`src/rtl/uart_loader.sv`:
```
// uart_loader: byte-protocol boot loader that writes RAM images, starts the cpu and
// hands it the UART until it halts.
module uart_loader #(
  parameter int addr_width = 9
) (
  input  logic                  clk,
  input  logic                  rst,
  input  logic                  received,
  input  logic [7:0]            rx_byte,
  input  logic                  is_transmitting,
  output logic [7:0]            tx_byte,
  output logic                  transmit,
  output logic [addr_width-1:0] waddr,
  output logic [7:0]            wdata,
  output logic                  write_en,
  output logic [addr_width-1:0] startaddr,
  output logic                  cpu_start,
  input  logic                  cpu_halted,
  output logic                  owns_uart
);
  typedef enum logic [3:0] {
    IDLE, ADDRH, ADDRL, LEN, DATA, GADDRH, GADDRL, START, RUN, TX, GUARD
  } state_t;

  state_t                state_q, state_d;
  logic [addr_width-1:0] addr_q, addr_d, waddr_q, waddr_d, startaddr_q, startaddr_d;
  logic [8:0]            count_q, count_d;
  logic [7:0]            checksum_q, checksum_d, reply_q, reply_d;
  logic [7:0]            tx_byte_q, tx_byte_d, wdata_q, wdata_d;
  logic                  transmit_q, transmit_d, write_en_q, write_en_d;
  logic                  cpu_start_q, cpu_start_d, owns_uart_q, owns_uart_d;

  always_comb begin
    state_d     = state_q;
    addr_d      = addr_q;
    waddr_d     = waddr_q;
    startaddr_d = startaddr_q;
    count_d     = count_q;
    checksum_d  = checksum_q;
    reply_d     = reply_q;
    tx_byte_d   = tx_byte_q;
    wdata_d     = wdata_q;
    owns_uart_d = owns_uart_q;
    transmit_d  = 1'b0;
    write_en_d  = 1'b0;
    cpu_start_d = 1'b0;
    case (state_q)
      IDLE: if (received) begin
        if (rx_byte == 8'h4C) begin
          checksum_d = 8'h00;
          state_d    = ADDRH;
        end else if (rx_byte == 8'h47) begin
          state_d = GADDRH;
        end else begin
          reply_d = 8'h3F;
          state_d = TX;
        end
      end
      ADDRH, GADDRH: if (received) begin
        addr_d  = {rx_byte[addr_width-9:0], 8'h00};
        state_d = (state_q == ADDRH) ? ADDRL : GADDRL;
      end
      ADDRL: if (received) begin
        addr_d  = {addr_q[addr_width-1:8], rx_byte};
        state_d = LEN;
      end
      LEN: if (received) begin
        count_d = (rx_byte == 8'd0) ? 9'd256 : {1'b0, rx_byte};
        state_d = DATA;
      end
      DATA: if (received) begin
        waddr_d    = addr_q;
        wdata_d    = rx_byte;
        write_en_d = 1'b1;
        addr_d     = addr_q + 1'b1;
        checksum_d = checksum_q + rx_byte;
        count_d    = count_q - 9'd1;
        if (count_q == 9'd1) begin
          reply_d = checksum_q + rx_byte;
          state_d = TX;
        end
      end
      GADDRL: if (received) begin
        startaddr_d = {addr_q[addr_width-1:8], rx_byte};
        state_d     = START;
      end
      START: begin
        cpu_start_d = 1'b1;
        owns_uart_d = 1'b0;
        state_d     = RUN;
      end
      // The cpu owns the UART here; only its halt strobe matters.
      RUN: if (cpu_halted) begin
        owns_uart_d = 1'b1;
        reply_d     = 8'h2E;
        state_d     = TX;
      end
      TX: if (!is_transmitting) begin
        tx_byte_d  = reply_q;
        transmit_d = 1'b1;
        state_d    = GUARD;
      end
      GUARD: state_d = IDLE;
      default: state_d = IDLE;
    endcase
  end

  always_ff @(posedge clk or negedge rst) begin
    if (!rst) begin
      state_q     <= IDLE;
      addr_q      <= '0;
      waddr_q     <= '0;
      startaddr_q <= '0;
      count_q     <= '0;
      checksum_q  <= '0;
      reply_q     <= '0;
      tx_byte_q   <= '0;
      wdata_q     <= '0;
      transmit_q  <= 1'b0;
      write_en_q  <= 1'b0;
      cpu_start_q <= 1'b0;
      owns_uart_q <= 1'b1;
    end else begin
      state_q     <= state_d;
      addr_q      <= addr_d;
      waddr_q     <= waddr_d;
      startaddr_q <= startaddr_d;
      count_q     <= count_d;
      checksum_q  <= checksum_d;
      reply_q     <= reply_d;
      tx_byte_q   <= tx_byte_d;
      wdata_q     <= wdata_d;
      transmit_q  <= transmit_d;
      write_en_q  <= write_en_d;
      cpu_start_q <= cpu_start_d;
      owns_uart_q <= owns_uart_d;
    end
  end

  assign tx_byte   = tx_byte_q;
  assign transmit  = transmit_q;
  assign waddr     = waddr_q;
  assign wdata     = wdata_q;
  assign write_en  = write_en_q;
  assign startaddr = startaddr_q;
  assign cpu_start = cpu_start_q;
  assign owns_uart = owns_uart_q;
endmodule

```
`config.mk`:
```
export PLATFORM = sky130hd
export DESIGN_NAME = uart_loader
export DESIGN_NICKNAME = d
export VERILOG_FILES = /design/src/rtl/uart_loader.sv
export SDC_FILE = /design/constraint.sdc
export NUM_CORES = 1
export LEC_CHECK = 0
export ABC_AREA = 0
export ABC_CLOCK_PERIOD_IN_PS = 2100
export CAP_MARGIN = 20
export CORE_ASPECT_RATIO = 1.25
export CORE_UTILIZATION = 45
export CTS_CLUSTER_DIAMETER = 200
export DETAILED_ROUTE_END_ITERATION = 10
export GPL_ROUTABILITY_DRIVEN = 0
export GPL_TIMING_DRIVEN = 0
export PLACE_DENSITY_LB_ADDON = 0.2
export SYNTH_ARGS = -nofsm -noshare
export SYNTH_HDL_FRONTEND = slang
export SYNTH_SLANG_ARGS = --single-unit
```
`constraint.sdc`:
```
create_clock -name clk -period 2.1 [get_ports clk]
set_input_delay 0.315 -clock clk [delete_from_list [all_inputs] [get_ports clk]]
set_output_delay 0.315 -clock clk [all_outputs]
set_load 0.03 [all_outputs]
```
==> metrics.md <==
| Metric | Value |
|---|---|
| Chip Width | around 86 um |
| Slew Limit Fails | 0 |
| Max IR drop VDD | approximately 0.78 mV |
| Full die area | 9168 um^2 |
| Worst setup margin | -34.01 ps |
| Worst-path clk slew | 80 ps |
| IO Pins | 51 |
| Routed WL | 10.14 mm |
| WHS Endpoint | wdata[4] |
| Worst hold stages | 2 |
| Violated checks | setup timing |
| Vias per cell | around 5.7 |
| Die Span Y | between 100 and 150 um |
| Gr usage total | 23.79% |
| # setup viols final | 1 |
| Max Freq | 0.4686 GHz |
| Area of the mapped netlist | ~4000 um^2 |
| CTS root buffer | clkbuf_8 |
| FF-to-FF setup slack | -20 ps |
| FILL cells | around 700 |
| H-tree depth | 3 |
| Async SR Flop Fraction | 100.0% |
| Gate Count Post-Synth | 390 |
| Reg2Reg Depth | 5 |
| Routed Antenna Nets | 0 |
| First-pass GRT wire length | 16.73 mm |
| Register area share after synthesis | a little under 50% |
| Rel. slew slack | 58.70% |
| Hpwl dp | 6.648 mm |
| Final Cycle Share | 101.6% |
| RSZ-0062 raised after global routing | yes |
| Mean Syn Cell Area | between 10 and 15 um^2 |
| Worst Hold Class | primary input to flip-flop |
| Nets | between 400 and 500 |
| Initial antenna violation count | 0 |
| Synth Warn # | 0 |
| Ys flop type | dfrtp_1 |
| Hold path start | rx_byte[4] |
| Ant. Diodes | 0 |
| Fin crit period | ~2100 ps |
| Crit path DAT | 2420 ps |
| Critical-path maximum fanout | 9 |
| # Max-Cap Violations | 0 |
| Router iterations before antenna repair | 5 |
| Critical path capture point type | flip-flop |
| Core Region | between 8000 and 9000 um^2 |
| Post-synthesis sequential element count | between 70 and 80 |
| Area growth from synthesis to layout | 30.54% |
| Vias after detailed routing | 3,327 |
| Post-Syn Nets | ~410 |
| Tightest hold margin | ~430 ps |
| P_leak | 2.173 nW |
| Status | finished with violations |
| Critical setup path kind | primary input to flip-flop |
| Reg-to-reg startpoint | count_q[3] |
| Gr ovfl total | 0 |
| Startpoint types | primary input |
| CTS Sinks | 76 |
| RR Endpoint | reply_q[7] |
| Post-synth EDFFs | 0 |
| Placement row count | 37 |
| Fraction of layout cells with a size suffix above 1 | between 20% and 30% |
| CTS Buf Count | 9 |
| Initial core utilization | a little under half |
| Worst-Margin Slew | around 620 ps |
| Iter 0 DRT Violations | about 260 |
| Deepest clock path buffer count | 2 |
| Pin count of the biggest net entering global routing | 43 |
| Port Buffers | 50 |
| Layout Skew | 6.787 ps |
| PD cells | between 1000 and 1500 nW/um^2 |
| Avg WL per Cell | about 17 um |
| Final Non-Filler Cells | 583 |
| Dpl cells | about 560 |
| Critical path data required time | between 2000 and 2500 ps |
| # DRC | 0 |
| CTS tree | built |
| Hold Violations, Final | 0 |
| Clock Latency Late Sink | 350 ps |
| Number of distinct library cells after synthesis | 54 |
| Vias in the first global route | roughly 3,300 |
## state kept, by name, indices dropped and copies added, names as in the netlist, 4 cells and up
signal      count
checksum_q      8
waddr           9
startaddr       9
addr_q          9
state_q         4
reply_q         8
count_q         9
tx_byte         8
wdata           8
## worst max-delay path by stage
stage | start | endpoint | cells past startpoint
floorplan | count_q[5] | state_q[1] | 6
global placement | rst | wdata[2] | 1
detailed placement | rx_byte[1] | checksum_q[7] | 7
CTS | count_q[5] | reply_q[7] | 5
global route | count_q[3] | reply_q[7] | 5
finish | rx_byte[0] | reply_q[7] | 7
## cell usage in the layout, fill, tap and decap left out, types with 7 or more instances in the layout
master           count
dfrtp_1             70
clkdlybuf4s50_1     41
mux2_2              34
nand2_1             31
nor2_1              31
o21ai_0             29
a21oi_1             25
buf_4               14
nor3_1              11
clkbuf_8            11
inv_1                9
a31oi_1              8
nand3_1              7
clkbuf_1             7
## cell families (layout without fill, tap and decap cells)
| logic type | count (synthesis) | after routing | synth area share [%] |
|---|---|---|---|
| AOI/OAI and AO/OA | 104 | 104 | 16.46 |
| xor gates and xnor gates | 5 | 5 | 1.108 |
| adders and majority gates | 11 | 11 | 3.671 |
| buffers and inverters | 30 | 106 | 3.165 |
| DFF | 76 | 76 | 48.13 |
| muxes | 38 | 38 | 10.73 |
| and+or+nand+nor | 126 | 126 | 16.74 |
## synthesized netlist by cell type, types with 7 or more instances
library cell,number,area (um^2)
dfrtp_1,75,1877
mux2_2,35,394.1
nor2_1,33,123.9
nand2_1,31,116.4
o21ai_0,31,155.2
a21oi_1,26,130.1
clkbuf_1,13,48.80
nor3_1,13,65.06
ha_1,10,125.1
inv_1,9,33.78
a31oi_1,8,50.05
buf_2,7,35.03
nand3_1,7,35.03
## layer usage
layer  track usage [%]  share of wire [%]  vias to the layer above
met3             5.620                5.7                       20
met1             31.11                 43                     1649
li1                  -                  -                     1557
met2             37.43                 49                      101
met4             10.83                2.0                        0
met5                 0                  0                        -
## worst max-delay path: stages
cell,delay (ps)
clkdlybuf4s50_1,460
clkbuf_8,200
and3b_1,180
o2111a_2,300
or3_4,350
or4_1,520
nand3_1,90
## final cells by class
cell class	count	area, um^2	share of cell area (%)
buffer	18	110.1	2.133
clock buffer	11	141.4	2.739
clock inverter	5	106.4	2.061
inverter	9	33.78	0.6545
multi-input combinational	284	2102	40.73
sequential	76	1909	36.99
tap	117	146.4	2.836
timing repair buffer	63	611.8	11.85
## repair_timing
action,in CTS,in global routing
pin swaps,3,3
setup buffers,7,4
setup endpoints to repair,62,37
hold buffers,1,0
endpoints found under the hold margin,33,0
resized for setup,42,27
## metrics by stage
step	utilization (%)	setup slack, ps	setup TNS [ps]	power, mW	cell area, um^2
after floorplan	-	46.00	0	4.574	3955
after global placement	54.92	-2037	-173180	5.647	4602
after detailed placement	55.13	-824.8	-20080	5.715	4619
after CTS	60.59	-18.93	-18.93	7.369	5077
after global routing	61.59	-97.70	-216.0	7.944	5161
final	61.59	-34.01	-34.01	7.486	5161
## report_power, final
| part | internal [mW] | switching [mW] |
|---|---|---|
| Sequential | 2.05 | 0.446 |
| Combinational | 1.61 | 1.99 |
| Clock | 0.827 | 0.565 |
| Total | 4.49 | 3.00 |
Note: power is estimated with default switching activity, not from simulation.
